===== src/rtl/icache_pg_pkg.sv =====
// Shared types and constants for the program-loaded instruction store.
package icache_pg_pkg;

    typedef enum logic [1:0] {
        ST_IDLE   = 2'd0,
        ST_LOAD   = 2'd1,
        ST_SEALED = 2'd2,
        ST_RUN    = 2'd3
    } state_e;

    localparam logic [15:0] END_WORD_DEF = 16'hF000;
    localparam logic [15:0] NOP_WORD_DEF = 16'h0000;

    // Width that can hold 0..depth inclusive.
    function automatic int unsigned cnt_width(input int unsigned depth);
        return $clog2(depth) + 1;
    endfunction

endpackage


===== src/rtl/icache_pg_mem.sv =====
// Instruction array: one write port, one registered read port, no reset.
module icache_pg_mem #(
    parameter int unsigned IW    = 16,
    parameter int unsigned DEPTH = 32,
    parameter int unsigned AW    = $clog2(DEPTH)
) (
    input  logic          clk,
    input  logic          we_i,
    input  logic [AW-1:0] waddr_i,
    input  logic [IW-1:0] wdata_i,
    input  logic [AW-1:0] raddr_i,
    output logic [IW-1:0] rdata_o
);

    logic [IW-1:0] mem_q [DEPTH];

    always_ff @(posedge clk) begin
        if (we_i) begin
            mem_q[waddr_i] <= wdata_i;
        end
        rdata_o <= mem_q[raddr_i];
    end

endmodule


===== src/rtl/icache_pg.sv =====
// Program-loaded instruction store: captures a word stream while pg is high,
// then serves PC-indexed fetches with one-cycle latency and NOP outside the program.
module icache_pg
    import icache_pg_pkg::*;
#(
    parameter int unsigned   IW       = 16,
    parameter int unsigned   DEPTH    = 32,
    parameter int unsigned   PCW      = 16,
    parameter logic [IW-1:0] END_WORD = IW'(END_WORD_DEF),
    parameter logic [IW-1:0] NOP_WORD = IW'(NOP_WORD_DEF),
    localparam int unsigned  CW       = cnt_width(DEPTH)
) (
    input  logic           clk,
    input  logic           rstz,
    input  logic           pg,
    input  logic [IW-1:0]  pg_instr,
    input  logic [PCW-1:0] pc,
    output logic [IW-1:0]  instr,
    output logic [CW-1:0]  count,
    output logic           done,
    output logic           overflow,
    output logic           run,
    inout  wire            dvdd,
    inout  wire            dgnd
);

    localparam int unsigned AW   = $clog2(DEPTH);
    localparam int unsigned CMPW = (PCW > CW) ? PCW : CW;

    state_e        state_q, state_d;
    logic [CW-1:0] count_q, count_d;
    logic          done_q, done_d;
    logic          ovf_q, ovf_d;
    logic          run_q;
    logic          hit_q;
    logic          we_c;
    logic [AW-1:0] waddr_c;
    logic          pc_hit_c;
    logic          is_end_c;
    logic [IW-1:0] rdata;

    // Power pins carry no logic; tie them off into a sink net.
    wire unused_pwr = dvdd ^ dgnd;

    assign is_end_c = (pg_instr == END_WORD);
    assign pc_hit_c = CMPW'(pc) < CMPW'(count_q);

    // Next-state, write-port and flag logic.
    always_comb begin
        state_d = state_q;
        count_d = count_q;
        done_d  = done_q;
        ovf_d   = ovf_q;
        we_c    = 1'b0;
        waddr_c = '0;
        case (state_q)
            ST_IDLE: begin
                if (pg) begin
                    we_c    = 1'b1;
                    count_d = CW'(1);
                    if (is_end_c) begin
                        done_d  = 1'b1;
                        state_d = ST_SEALED;
                    end else begin
                        state_d = ST_LOAD;
                    end
                end else begin
                    count_d = '0;
                    state_d = ST_RUN;
                end
            end
            ST_LOAD: begin
                if (!pg) begin
                    state_d = ST_RUN;
                end else begin
                    if (count_q < CW'(DEPTH)) begin
                        we_c    = 1'b1;
                        waddr_c = count_q[AW-1:0];
                        count_d = count_q + CW'(1);
                    end else if (!is_end_c) begin
                        ovf_d = 1'b1;
                    end
                    if (is_end_c) begin
                        done_d  = 1'b1;
                        state_d = ST_SEALED;
                    end
                end
            end
            ST_SEALED: begin
                if (!pg) begin
                    state_d = ST_RUN;
                end
            end
            ST_RUN: begin
                state_d = ST_RUN;
            end
            default: begin
                state_d = ST_IDLE;
            end
        endcase
    end

    always_ff @(posedge clk or negedge rstz) begin
        if (!rstz) begin
            state_q <= ST_IDLE;
            count_q <= '0;
            done_q  <= 1'b0;
            ovf_q   <= 1'b0;
            run_q   <= 1'b0;
            hit_q   <= 1'b0;
        end else begin
            state_q <= state_d;
            count_q <= count_d;
            done_q  <= done_d;
            ovf_q   <= ovf_d;
            run_q   <= (state_d == ST_RUN);
            hit_q   <= (state_q == ST_RUN) && pc_hit_c;
        end
    end

    icache_pg_mem #(
        .IW    (IW),
        .DEPTH (DEPTH),
        .AW    (AW)
    ) u_mem (
        .clk     (clk),
        .we_i    (we_c),
        .waddr_i (waddr_c),
        .wdata_i (pg_instr),
        .raddr_i (pc[AW-1:0]),
        .rdata_o (rdata)
    );

    // Array output is unreset, so a registered hit flag selects it or NOP.
    assign instr    = hit_q ? rdata : NOP_WORD;
    assign count    = count_q;
    assign done     = done_q;
    assign overflow = ovf_q;
    assign run      = run_q;

endmodule


===== config.mk =====
export PLATFORM = sky130hd
export DESIGN_NAME = icache_pg
export DESIGN_NICKNAME = d
export VERILOG_FILES = /design/src/rtl/icache_pg_pkg.sv /design/src/rtl/icache_pg_mem.sv /design/src/rtl/icache_pg.sv
export SDC_FILE = /design/constraint.sdc
export NUM_CORES = 1
export LEC_CHECK = 0
export BUFFER_PORTS_ARGS = -buffer_cell sky130_fd_sc_hd__buf_2
export CAP_MARGIN = 0
export CORE_UTILIZATION = 40
export CTS_CLUSTER_SIZE = 20
export DETAILED_ROUTE_END_ITERATION = 8
export PLACE_DENSITY = 0.56
export SLEW_MARGIN = 20
export SYNTH_ARGS = -nofsm -noshare
export SYNTH_HDL_FRONTEND = slang
export SYNTH_SLANG_ARGS = --single-unit

===== constraint.sdc =====
create_clock -name clk -period 4.5 [get_ports clk]
set_clock_uncertainty 0.1 [all_clocks]
set_input_delay 0.675 -clock clk [delete_from_list [all_inputs] [get_ports clk]]
set_output_delay 0.675 -clock clk [all_outputs]
set_load 0.005 [all_outputs]

Word level (Yosys, flattened, before mapping)
Memories as Yosys holds them, arrays and structs flattened. A register that Yosys moved wholly into a read port is not among the register bits.
Cells that the tools add are included.
{ "op_classes": {"addsub": 1, "magnitude_cmp": 2, "eq_ne": 7, "mux": 20, "bitwise_logic": 2, "n_reduce_logical": 7} }
{ "ops": {"columns": ["operator", "n"], "rows": [
  ["16-bit == test (second input constant)", 1],
  ["16-bit by 6-bit < comparator with 1-bit output", 1],
  ["16-bit 2-to-1 mux", 1],
  ["5-bit 2-to-1 mux", 3],
  ["6-bit 2-to-1 mux", 2],
  ["6-bit case mux with 2 select lines", 1],
  ["2-bit 2-to-1 mux", 5],
  ["2-bit case mux with 4 select lines", 1],
  ["6-bit by 1-bit adder with 6-bit output (second input constant)", 1],
  ["2-bit == test (second input constant)", 3],
  ["6-bit < comparator (second input constant)", 1],
  ["1-bit 2-to-1 mux", 6],
  ["3-bit AND reduction", 2],
  ["2-bit != test (second input constant)", 2],
  ["4-bit AND reduction", 1],
  ["2-bit by 1-bit == test with 1-bit output (second input constant)", 1],
  ["2-bit zero test", 1],
  ["1-bit NOT", 2],
  ["1-bit case mux with 2 select lines", 1],
  ["2-bit nonzero test", 1],
  ["2-bit OR reduction", 1],
  ["1-bit logical AND", 1]
]} }
{ "totals": {"register_bits": 12, "mem_bits_rw": 512, "inputBits": 35, "wordCells": 46, "memories": 1} }
{ "memory_table": {"columns": ["name", "depth", "word_bits", "read_ports", "rd_clocked_by_memory_dff", "wr", "line_no", "text"], "rows": [
  ["u_mem.mem_q", 32, 16, 1, 1, 1, "icache_pg_mem.sv:15", "logic [IW-1:0] mem_q [DEPTH];"]
]} }

Longest topological paths before layout
{ "depth": {"depth_word": 6, "ltp_mapped": 7} }

Modules after synthesis
Synthesis repeated with hierarchy kept, for this count alone.
{ "unflattened": {"hier_cells": 1237, "area_unflattened_um2": 21386.8} }
{ "modules_own_cells": {"columns": ["module", "n_inst", "cells_per_inst", "area_per_inst_um2", "seq_area_each_um2"], "rows": [
  ["icache_pg_mem", 1, 1143, 20535.9, 15695.1],
  ["icache_pg", 1, 94, 850.8, 300.3]
]} }

Worst setup path before layout
No wires, ideal clock.
{ "synth_path": {"path_type": "input -> register", "from": "input port pg", "to": "memory u_mem.mem_q[28][0], enable pin", "setup_ns": 0.388, "arrival_ns": 1.982, "path_slack_ns": 2.030, "stages": 4, "cell_sequence": "and4bb_2 > and2_1 > nand3_1 > nor2_1"} }
{ "synth_via": {"elab_chain_cells": 4} }
{ "synth_lines": {"columns": ["item", "line_no", "text"], "rows": [
  ["start, declared", "icache_pg.sv:15", "input logic pg,"],
  ["1-bit 2-to-1 mux, on equally long branches", "icache_pg.sv:73, icache_pg.sv:58", null],
  ["1-bit case mux with 2 select lines", "icache_pg.sv:56", "case (state_q)"],
  ["1-bit 2-to-1 mux", "icache_pg_mem.sv:18", "if (we_i) begin"],
  ["1-bit 2-to-1 mux (not written as such)", "icache_pg_mem.sv:19", "mem_q[waddr_i] <= wdata_i;"],
  ["end, declared", "icache_pg_mem.sv:15", null]
]} }
Parallel ways exist; a longest one is shown, timed or not.

Worst setup path after layout
{ "layout_path": {"from": "register state_q[1]", "to": "memory u_mem.mem_q[14][8], enable pin"} }
{ "layout_via": {"elab_chain_cells": 4} }
{ "layout_lines": {"columns": ["item", "line_no", "text"], "rows": [
  ["start, declared", "icache_pg.sv:30", "state_e state_q, state_d;"],
  ["start signal, assigned", "icache_pg.sv:112", "state_q <= state_d;"],
  ["2-bit by 1-bit == test with 1-bit output / 2-bit zero test (equally long branches)", "icache_pg.sv:56", null],
  ["1-bit case mux with 2 select lines", "icache_pg.sv:56", null],
  ["1-bit 2-to-1 mux", "icache_pg_mem.sv:18", null],
  ["1-bit 2-to-1 mux (not written as such)", "icache_pg_mem.sv:19", null]
]} }
Parallel ways exist; a longest one is shown, timed or not.

==> flow_summary.ini <==
[yosys]
synthFlopType = edfxtp_1
ys_seq_elements = 540
synth_edf_count = 512
syn_area_per_cell_um2 = 18.1
ys_warn_count = 0
seq_area_frac_synth_pct = 75.2
yosysUniqueCellTypes = 44
async_flop_share_pct = 2.22
syn_nets = 1217
postSynthCellCount = 1174
synth_area_mm2 = 0.0213

[detailed_routing]
drc = 0
wire_per_inst_um = 25.3
drt_iter0_markers = 945
vias = 10775
postRouteAntennaNets = 0
drt_wl_total_um = 50900
first_pass_iters = 7
viasPerCell = 5.36

[worst_setup_path]
crit_buf_inv = 1
path_class = reg -> reg
slowest_stage = nor2_1
crit_path_max_incr_delay_ns = 0.57
cp_cell_sequence = and4bb_2 > and2_1 > nand3_1 > nor2_1 > buf_4
startpoint_type = flip-flop
critPathArrivalTime_ns = 2.89
end_kind = flip-flop
critical_path_required_ns = 4.70
regToRegSetupSlack_ns = 1.80
cpLargestDelayFamily = simple AND/OR/NAND/NOR gates
cp_max_fo = 10

[pwr]
internal_power_mw = 8.09
switchingPower_mw = 2.19
ir_drop_mv = 0.255
netSwitchingFraction_pct = 21.3
finalPower_mw = 10.3
power_leakage_nw = 8.43
seqPwrFrac_pct = 53.9
pwr-share-clk_pct = 42.1
power_frac_comb_pct = 4.1
p_per_area_mw_per_mm2 = 428

[timing]
finalCritPeriodShare_pct = 59.9
rsz0062_at_grt = no
max_freq_mhz = 371
fin_tns_setup_ns = 0
finalHoldViolations = 0
untimed_endpoints = 2
slew_headroom_pct = 24.4
drv_slew = 0
period_needed_ns = 2.70
worst-slew-pin-transition_ns = 1.13
finalSetupViolations = 0

[placement]
place_inst = 1906
place.port_buffers = 59
place_hpwl_um = 30900
place_congestion = 0.816

[cts]
cts-htree-levels = 2
clk_latency_ns = 0.60
cts.clk_slew.worst_paths_ns = 0.06
cts_buffer_depth = 3
cts.sinks = 540
cts_buffers = 55
cts-root-buf = clkbuf_16
cts_resized = 0
postCtsSetupRepairBufs = 0
cts_tree = done

[global_route]
grt_pass1_vias = 10454
antenna_found_initial = 1
grt_max_degree = 56
grt_usage_pct = 18.8
grt-ovfl-total = 0
grt_pass1_wl_um = 72300

[outcome]
status = complete, no violations

[die]
fp.dieW_um = 233
coreArea_mm2 = 0.0526
die_h_um = 233
num_io_pins = 62
die_area_mm2 = 0.0541
start_util_pct = 40.5
rows = 84

[finish]
syn2layout_area_growth_pct = 12.9
drive_gt1_share_pct = 14.9
post_layout_nonfiller_instances = 2011
nets = 1319

[run]
maxCapViolCount = 0

[min_path]
worstHoldPathType = in -> reg
==> synthesized netlist by cell type, types with 5 or more instances <==
cell      number  area [um^2]
a22oi_1      127          953
and2_1        18          113
and4b_1        5         50.1
and4bb_1       6         75.1
buf_2          9         45.0
buf_4         29          218
buf_6         25          282
dfrtp_1       12          300
dfxtp_1       16          320
edfxtp_1     512        15400
ha_1           6         75.1
inv_1          8         30.0
mux2i_1      256         2560
nand2_1       10         37.5
nand3_1        5         25.0
nand4_1       34          213
nor2_1        55          206
==> power by group through the flow <==
stage / Clock (mW) / Combinational, mW / Sequential [mW]
floorplan: 0 / 0.234 / 5.63
global placement: 0 / 0.414 / 5.64
detailed placement: 0 / 0.420 / 5.64
CTS: 4.41 / 0.422 / 5.53
global route: 4.59 / 0.445 / 5.53
finish: 4.33 / 0.418 / 5.53
==> cell type report <==
class                           count  area (um^2)
Clock inverter                     35          233
Tap cell                          688          861
Clock buffer                       68         1480
Inverter                            8         30.0
Fill cell                        4545        28500
Multi-Input combinational cell    562         4700
Antenna cell                        1         2.50
Sequential cell                   540        16000
Timing Repair Buffer              109          721
==> state kept, by name, summed over array words and instances (netlist names) <==
register	flops
state_q	2
hit_q	1
count	6
overflow	1
run	1
u_mem.mem_q	512
done	1
u_mem.rdata_o	16
==> through the flow <==
step,worst slack (ns),util [%],instance area (um^2),hold slack [ns]
final,1.80,45.7,24000,0.198
after global routing,1.66,45.7,24000,0.193
after CTS,1.77,45.7,24000,0.174
after detailed placement,1.36,42.4,22300,0.361
after global placement,1.40,42.4,22300,0.352
after floorplan,2.03,-,21300,0.279
==> placed cells by master (no fill, tap or decap), types with 2 or more instances in the layout <==
cell type	Yosys	layout
bufinv_16	0	2
a22oi_1	127	127
and4b_1	5	5
buf_4	29	46
dfrtp_1	12	12
and4bb_1	6	6
clkinv_1	0	14
nor4b_4	4	4
nand2b_1	2	2
dfxtp_1	16	16
ha_1	6	6
and2_1	18	18
o21ai_0	2	2
edfxtp_1	512	512
inv_1	8	8
buf_2	9	58
xnor2_1	2	2
nand2_1	10	10
mux2i_1	256	256
clkbuf_16	0	56
clkbuf_8	0	3
nand3_1	5	5
nor4_1	4	4
a21o_1	3	3
nor2_1	55	55
clkbuf_1	1	9
a21oi_1	3	3
clkinv_2	0	15
a22o_1	2	2
nand4_1	34	34
buf_12	0	3
==> worst register-to-register path, delay by kind of cell, from the launching register on <==
kind,cells,cell delay [ns]
flops,1,0.45
simple gates,4,1.52
buf+inv,1,0.32
==> worst paths after layout <==
kind                       cells past startpoint            startpoint                            to
min                                            2                    pg                 run$_DFF_PN0_
max                                            5  state_q[1]$_DFF_PN0_  u_mem.mem_q[14][8]$_DFFE_PP_
max in group asynchronous                      2                  rstz          count[2]$_DFFE_PN0P_
min reg2reg                                    1  overflow$_DFFE_PN0P_          overflow$_DFFE_PN0P_
min in group asynchronous                      2                  rstz          state_q[1]$_DFF_PN0_
max reg2reg                                    5  state_q[1]$_DFF_PN0_  u_mem.mem_q[14][8]$_DFFE_PP_
==> layer usage <==
metal	share of wire (%)	wire, um	GRT usage (%)	up-vias
met1	43	21700	24.8	5467
met3	5.8	2950	3.88	71
met4	2.4	1210	5.74	0
met2	49	25000	31.3	308
met5	0	0	0	-
li1	-	-	-	4929
==> kinds of logic (layout without fill, tap and decap cells) <==
kind of cell               Yosys count  after routing  synth area share (%)
DFF                                540            540                  75.2
and+or+nand+nor                    151            151                  4.38
adders and majority gates            6              6                 0.353
AOI/OAI and AO/OA                  147            147                  5.22
muxes                              256            256                  12.0
xor gates and xnor gates             2              2                0.0824
buffers and inverters               72            220                  2.72
other                                0              1                     0
==> what timing repair did <==
action | in CTS | in global routing
endpoints found under the setup margin | 0 | 0
hold buffers | 1 | 0
endpoints found under the hold margin | 12 | 0
Note: power is estimated with default switching activity, not from simulation.
